--- src/rtl/battle_round_ctrl.sv ---
// Combat round sequencer: handshakes with the damage summer, applies damage to
// both bases with floor at zero, and tracks the game result and sticky error flags.
module battle_round_ctrl #(
  parameter logic [11:0] BASE_HP      = 12'd1000,
  parameter int          CALC_TIMEOUT = 64
) (
  input  logic        clk,
  input  logic        rst,
  input  logic        roundTick,
  input  logic        newGame,
  input  logic        calcDone,
  input  logic [11:0] totalUnitDamage,
  input  logic [11:0] totalEnemyDamage,
  output logic        calcStart,
  output logic        calcAck,
  output logic [11:0] playerHp,
  output logic [11:0] enemyHp,
  output logic [7:0]  roundCount,
  output logic        busy,
  output logic        gameOver,
  output logic        playerWon,
  output logic        draw,
  output logic        missedTick,
  output logic        timeoutErr
);

  // state | meaning
  // IDLE  | waiting for roundTick or newGame
  // START | calcStart pulse, timeout counter cleared
  // WAIT  | waiting for calcDone, timeout counter running
  // APPLY | subtract latched damage from both bases
  // ACK   | calcAck pulse, decide game over
  // OVER  | game finished, only newGame leaves
  localparam logic [2:0] IDLE  = 3'd0;
  localparam logic [2:0] START = 3'd1;
  localparam logic [2:0] WAIT  = 3'd2;
  localparam logic [2:0] APPLY = 3'd3;
  localparam logic [2:0] ACK   = 3'd4;
  localparam logic [2:0] OVER  = 3'd5;

  localparam int CW = (CALC_TIMEOUT > 1) ? $clog2(CALC_TIMEOUT) : 1;
  localparam logic [CW-1:0] TIMEOUT_LAST = CW'(CALC_TIMEOUT - 1);

  logic [2:0]    state, state_next;
  logic [CW-1:0] wait_cnt;
  logic [11:0]   unit_dmg, enemy_dmg;
  logic [12:0]   enemy_diff, player_diff;
  logic          any_dead;

  always_comb begin
    enemy_diff  = {1'b0, enemyHp} - {1'b0, unit_dmg};
    player_diff = {1'b0, playerHp} - {1'b0, enemy_dmg};
    any_dead    = (enemyHp == 12'd0) || (playerHp == 12'd0);
  end

  always_comb begin
    state_next = state;
    case (state)
      IDLE: begin
        if (newGame)        state_next = IDLE;
        else if (roundTick) state_next = START;
      end
      START: state_next = WAIT;
      WAIT: begin
        if (calcDone)                       state_next = APPLY;
        else if (wait_cnt == TIMEOUT_LAST)  state_next = IDLE;
      end
      APPLY: state_next = ACK;
      ACK:   state_next = any_dead ? OVER : IDLE;
      OVER:  state_next = newGame ? IDLE : OVER;
      default: state_next = IDLE;
    endcase
  end

  always_ff @(posedge clk) begin
    if (rst) begin
      state      <= IDLE;
      wait_cnt   <= '0;
      unit_dmg   <= '0;
      enemy_dmg  <= '0;
      playerHp   <= BASE_HP;
      enemyHp    <= BASE_HP;
      roundCount <= '0;
      calcStart  <= 1'b0;
      calcAck    <= 1'b0;
      busy       <= 1'b0;
      gameOver   <= 1'b0;
      playerWon  <= 1'b0;
      draw       <= 1'b0;
      missedTick <= 1'b0;
      timeoutErr <= 1'b0;
    end else begin
      state     <= state_next;
      calcStart <= (state_next == START);
      calcAck   <= (state_next == ACK);
      busy      <= (state_next != IDLE) && (state_next != OVER);

      // busy mirrors START..ACK, so OVER drops ticks without flagging them
      if (roundTick && busy)
        missedTick <= 1'b1;

      case (state)
        IDLE, OVER: begin
          if (newGame) begin
            playerHp   <= BASE_HP;
            enemyHp    <= BASE_HP;
            roundCount <= '0;
            gameOver   <= 1'b0;
            playerWon  <= 1'b0;
            draw       <= 1'b0;
            missedTick <= 1'b0;
            timeoutErr <= 1'b0;
          end
        end
        START: wait_cnt <= '0;
        WAIT: begin
          if (calcDone) begin
            unit_dmg  <= totalUnitDamage;
            enemy_dmg <= totalEnemyDamage;
          end else if (wait_cnt == TIMEOUT_LAST) begin
            timeoutErr <= 1'b1;
          end else begin
            wait_cnt <= wait_cnt + 1'b1;
          end
        end
        APPLY: begin
          enemyHp  <= enemy_diff[12]  ? 12'd0 : enemy_diff[11:0];
          playerHp <= player_diff[12] ? 12'd0 : player_diff[11:0];
          if (roundCount != 8'hFF)
            roundCount <= roundCount + 8'd1;
        end
        ACK: begin
          if (any_dead) begin
            gameOver  <= 1'b1;
            playerWon <= (enemyHp == 12'd0) && (playerHp != 12'd0);
            draw      <= (enemyHp == 12'd0) && (playerHp == 12'd0);
          end
        end
        default: ;
      endcase
    end
  end

endmodule

--- config.mk ---
export PLATFORM = sky130hd
export DESIGN_NAME = battle_round_ctrl
export DESIGN_NICKNAME = d
export VERILOG_FILES = /design/src/rtl/battle_round_ctrl.sv
export SDC_FILE = /design/constraint.sdc
export NUM_CORES = 1
export LEC_CHECK = 0
export CAP_MARGIN = 20
export CORE_MARGIN = 2
export CORE_UTILIZATION = 48
export DETAILED_ROUTE_END_ITERATION = 12
export GPL_TIMING_DRIVEN = 1
export PLACE_DENSITY = 0.86
export SYNTH_ARGS = -nofsm -noshare
export SYNTH_HDL_FRONTEND = slang
export SYNTH_SLANG_ARGS = --single-unit
--- constraint.sdc ---
create_clock -name clk -period 2.3 [get_ports clk]
set_input_delay 0.575 -clock clk [delete_from_list [all_inputs] [get_ports clk]]
set_output_delay 0.575 -clock clk [all_outputs]
set_load 0.01 [all_outputs]
---- Yosys cells after proc, flatten, opt, wreduce, memory -nomap -nowiden ----
Index checks and enable logic that the tools add are counted.
operators by class
  muxes and demuxes ....................... 31
  add/sub/neg operators ................... 4
  eq/ne operators ......................... 16
  reductions and logical operators ........ 21
operators with widths
  cell                                           count
  one-hot mux 12 bit (2 select lines)            2
  2-to-1 mux 12 bit                              3
  subtractor 12 x 12 -> 13 bit                   2
  zero test 12 bit                               2
  2-to-1 mux 3 bit                               6
  one-hot mux 3 bit (6 select lines)             1
  2-to-1 mux 8 bit                               2
  one-hot mux 8 bit (2 select lines)             1
  2-to-1 mux 6 bit                               2
  inequality test 2 bit, second input constant   6
  one-hot mux 6 bit (2 select lines)             1
  nonzero test 12 bit                            1
  == test 3 bit, second input constant           3
  2-to-1 mux 1 bit                               9
  AND reduction 3 bit                            3
  adder 8 x 1 -> 8 bit, second input constant    1
  inequality test 8 bit, second input constant   1
  one-hot mux 1 bit (2 select lines)             4
  nonzero test 2 bit                             4
  adder 6 x 1 -> 6 bit, second input constant    1
  == test 3 x 1 -> 1 bit, second input constant  2
  == test 3 x 2 -> 1 bit, second input constant  2
  == test 6 bit, second input constant           1
  logical AND 1 bit                              4
  other kinds (7)                                8
word-level totals
  bits of input ports ..................... 29
  register bits ........................... 73

---- Logic depth before layout (Yosys ltp) ----
  depth after elaboration ................. 6
  depth in mapped cells ................... 11
  depth with buffers taken out ............ 10

---- Worst setup path before layout ----
Ideal clock, no wire load.
  path type ............................... register to register
  from .................................... reg enemyHp[0]
  to ...................................... reg enemyHp[3]
  arrival time ............................ 2.077 ns
  setup time .............................. 0.122 ns
  slack ................................... 0.102 ns
  cell stages (with the launch flop) ...... 11
  required time ........................... 2.178 ns
  period minus slack after synthesis ...... 2.198 ns
  cell sequence ........................... dfxtp_1 -> inv_1 -> ha_1 -> inv_1 -> fa_1 -> a211oi_1 -> o211ai_1 -> nand2_1 -> o21ai_0 -> buf_2 -> a221o_1
between the ends
  word-level cells in the longest chain between the ends .. 3
ends and longest elaborated chain
  item                                 RTL line  RTL
  start: declaration                   17        output logic [11:0] enemyHp,
  start signal: assignment             127       enemyHp <= enemy_diff[12] ? 12'd0 : enemy_diff[11:0];
  subtractor 12 x 12 -> 13 bit         51        enemy_diff = {1'b0, enemyHp} - {1'b0, unit_dmg};
  2-to-1 mux 12 bit                    127
  one-hot mux 12 bit (2 select lines)  102       case (state)
Every way passes these cells.
A chain may end at the register's enable or synchronous reset.

---- Worst setup path after layout ----
  from .................................... reg enemyHp[0]
  to ...................................... reg enemyHp[6]
The elaborated chain is that of the path after synthesis.

==> results.md <==
* Status: completed
* Power density cells at 532 nW/um^2
* Layout net count at 634
* H-tree levels at 3
* Ys Warns at 0
* Number of global-route vias before repair at 3,743
* Final non-filler cell area at just over 5000 sq um
* Ranking of synthesized cells by area: dfxtp_1, ha_1, nand2_1
* Actual slew at the worst max-slew pin at 0.457 ns
* Critical path endpoint category: register
* FFs w/ async S/R, synth at 0%
* Vias at 3,827
* Area leader, netlist: dfxtp_1
* Final setup fails at 0
* Synth cell types at 54
* Post-synthesis cell count at 488
* Overflow after GRT at 0
* CTS tree: done
* Max Root-Sink Buffers at 2
* Final cycle utilization of the critical path at between 90% and 100%
* Post-synth top area share at 37.2%
* Post-synthesis sequential area ratio at 37.2%
* Iter 0 DRT Violations at 270
* Post-synth top cells: dfxtp_1, nand2_1, a21oi_1
* Yosys reg bits at 73
* Worst R2R Start: enemyHp[0]
* TritonCTS Sinks at 73
* Critical setup path kind: register to register
* Clock latency on the worst-skew pair at 0.35 ns
* Dpl hpwl at 7.23 mm
* Dpl cell area at 4840 sq um
* HP Class: register to register
* Data required, critical path at 2.53 ns
* Drt first pass iters at 5
* Min-delay src: enemy_dmg[7]
* Post-detailed-route count of antenna-violating nets at 0
* Drt total wl at 10.1 mm
* First-pass GRT wire length at 16.5 mm
* Fraction of layout cells with a size suffix above 1 at between 10% and 20%
* I/O Buffers at a little under 70
* Diodes inserted at 0
* GRT Util Overall at 23.2%
* Setup ws final at between 0.07 and 0.08 ns
* Vias per cell at around 5.6
* Mean Syn Cell Area at 8.06 sq um
* Clock Skew at 0.0105 ns
* Max Fclk at around 450 MHz
* Effective utilization at floorplan at 48.6%
* Ports at 69
* Pre-CTS setup slack at -0.0833 ns
* Maximum VDD drop at just under 0.3 mV
* Count leader, synth: dfxtp_1
* DRC violations left at 0
* Core Footprint at 8090 sq um
* Crit-path max FO at 6
* Die height at 94.5 um
* Post-Synthesis Cell Area at a little under 4000 sq um
* CTS Root Cell: clkbuf_8
* Top FF cell, synth: dfxtp_1
* Endpoints failing hold at 0
* P&R area growth vs syn at 32.2%
* Antenna violations before repair at 0
* Syn_nets at 545
* WP data arrival at 2.46 ns
* Max-Cap Viols at 0
* Post-DR wirelength/cell at 14.8 um
* TritonCTS Buffers at 9
* Crit path from: enemyHp[0]
* CP startpoint kind: register
* RSZ-0062 raised after global routing: yes
* Die Wd at 94.5 um
* Pins Over Slew Limit at 0
* Routability cong. at 0.933
* Final min period at approximately 2.2 ns
* Largest net degree at the start of global routing at 25
* Worst rel slew slack at approximately 69%
* Pleak at 1.87 nW
* Row count at 33
* EDFF count, synth at 0
* Clock-pin slew on the worst setup and hold paths at 0.08 ns
* # fillers at between 600 and 700
* DIE AREA at 8930 sq um
[path summary, 6_finish.rpt]
check	end	slack (ns)	cells after the start
worst max-delay path	enemyHp[6]	0.07	10
worst max register to register	enemyHp[6]	0.07	10
worst min-delay path	enemy_dmg[7]	0.46	2
worst min register to register	enemy_dmg[7]	0.46	2
[cell type report]
class / count / area, sq um / share of cell area [%]
clock buffer: 10 / 128 / 2.45
clock inverter: 6 / 82.6 / 1.59
inverter: 32 / 120 / 2.31
multi-input combinational: 364 / 2350 / 45.2
sequential: 73 / 1470 / 28.2
tap: 105 / 131 / 2.53
timing repair buffer: 97 / 922 / 17.7
[routing by layer]
layer | part of all wire (%) | wire [um] | vias to the layer above | track usage [%]
met5 | 0 | 0 | - | 0
met4 | 3.0 | 300 | 0 | 12.2
met3 | 5.4 | 543 | 23 | 3.43
met2 | 49 | 5010 | 136 | 39.9
met1 | 42 | 4290 | 1774 | 28.0
li1 | - | - | 1894 | -
[power by group]
group	leakage, nW	switching [mW]	internal [mW]
Clock	0.106	0.483	0.605
Combinational	1.17	0.187	0.178
Sequential	0.592	0.0246	1.29
[logic make-up after synthesis]
group / share of synthesized area (%)
AOI/OAI and AO/OA: 21.8
xor gates and xnor gates: 5.35
adders and majority gates: 9.29
buffers and inverters: 5.06
DFF: 37.2
muxes: 0.541
and+or+nand+nor: 20.8
[cell usage in the layout, fill, tap and decap left out, types with 5 or more instances in the layout]
cell,n
a21oi_1,48
a31oi_1,5
buf_4,25
clkbuf_8,9
clkdlybuf4s50_1,68
dfxtp_1,69
ha_1,24
inv_1,30
nand2_1,70
nand2b_1,8
nand3_1,11
nor2_1,49
nor3_1,7
nor4_1,7
o21a_1,9
o21ai_0,13
xnor2_1,8
xor2_1,16
[critical path, cell delays in order (launching register included)]
cell,delay (ns)
dfxtp_2,0.32
inv_1,0.05
ha_1,0.15
inv_1,0.06
fa_2,0.40
a211oi_4,0.28
o211ai_1,0.14
nand2_1,0.15
o21ai_2,0.09
buf_6,0.14
a221o_1,0.32
[per-stage QoR]
step | util, % | total power, mW | TNS [ns] | instances | hold WS, ns
2_1_floorplan | - | 1.54 | 0 | 488 | 0.436
3_3_place_gp | 59.8 | 1.67 | 0 | 663 | 0.443
3_5_place_dp | 59.8 | 1.68 | -0.332 | 663 | 0.449
4_1_cts | 62.9 | 2.76 | -0.00304 | 684 | 0.460
5_1_grt | 64.3 | 2.88 | -0.0611 | 687 | 0.479
6_report | 64.3 | 2.77 | 0 | 687 | 0.457
[sequential cells by signal, indices dropped and copies added, names as in the netlist, 3 cells and up]
register and cells:
enemyHp 12, enemy_dmg 12, playerHp 12, unit_dmg 12
roundCount 8, wait_cnt 6, state 3
[timing repair]
action                                  in CTS  in global routing
buffers inserted                             5                  3
hold endpoints to repair                     0                  0
gates resized for setup                      2                 24
hold buffers                                 0                  0
endpoints found under the setup margin       8                 19
pin swaps                                    2                 12
No activity file was read; power rests on OpenSTA's default activity.
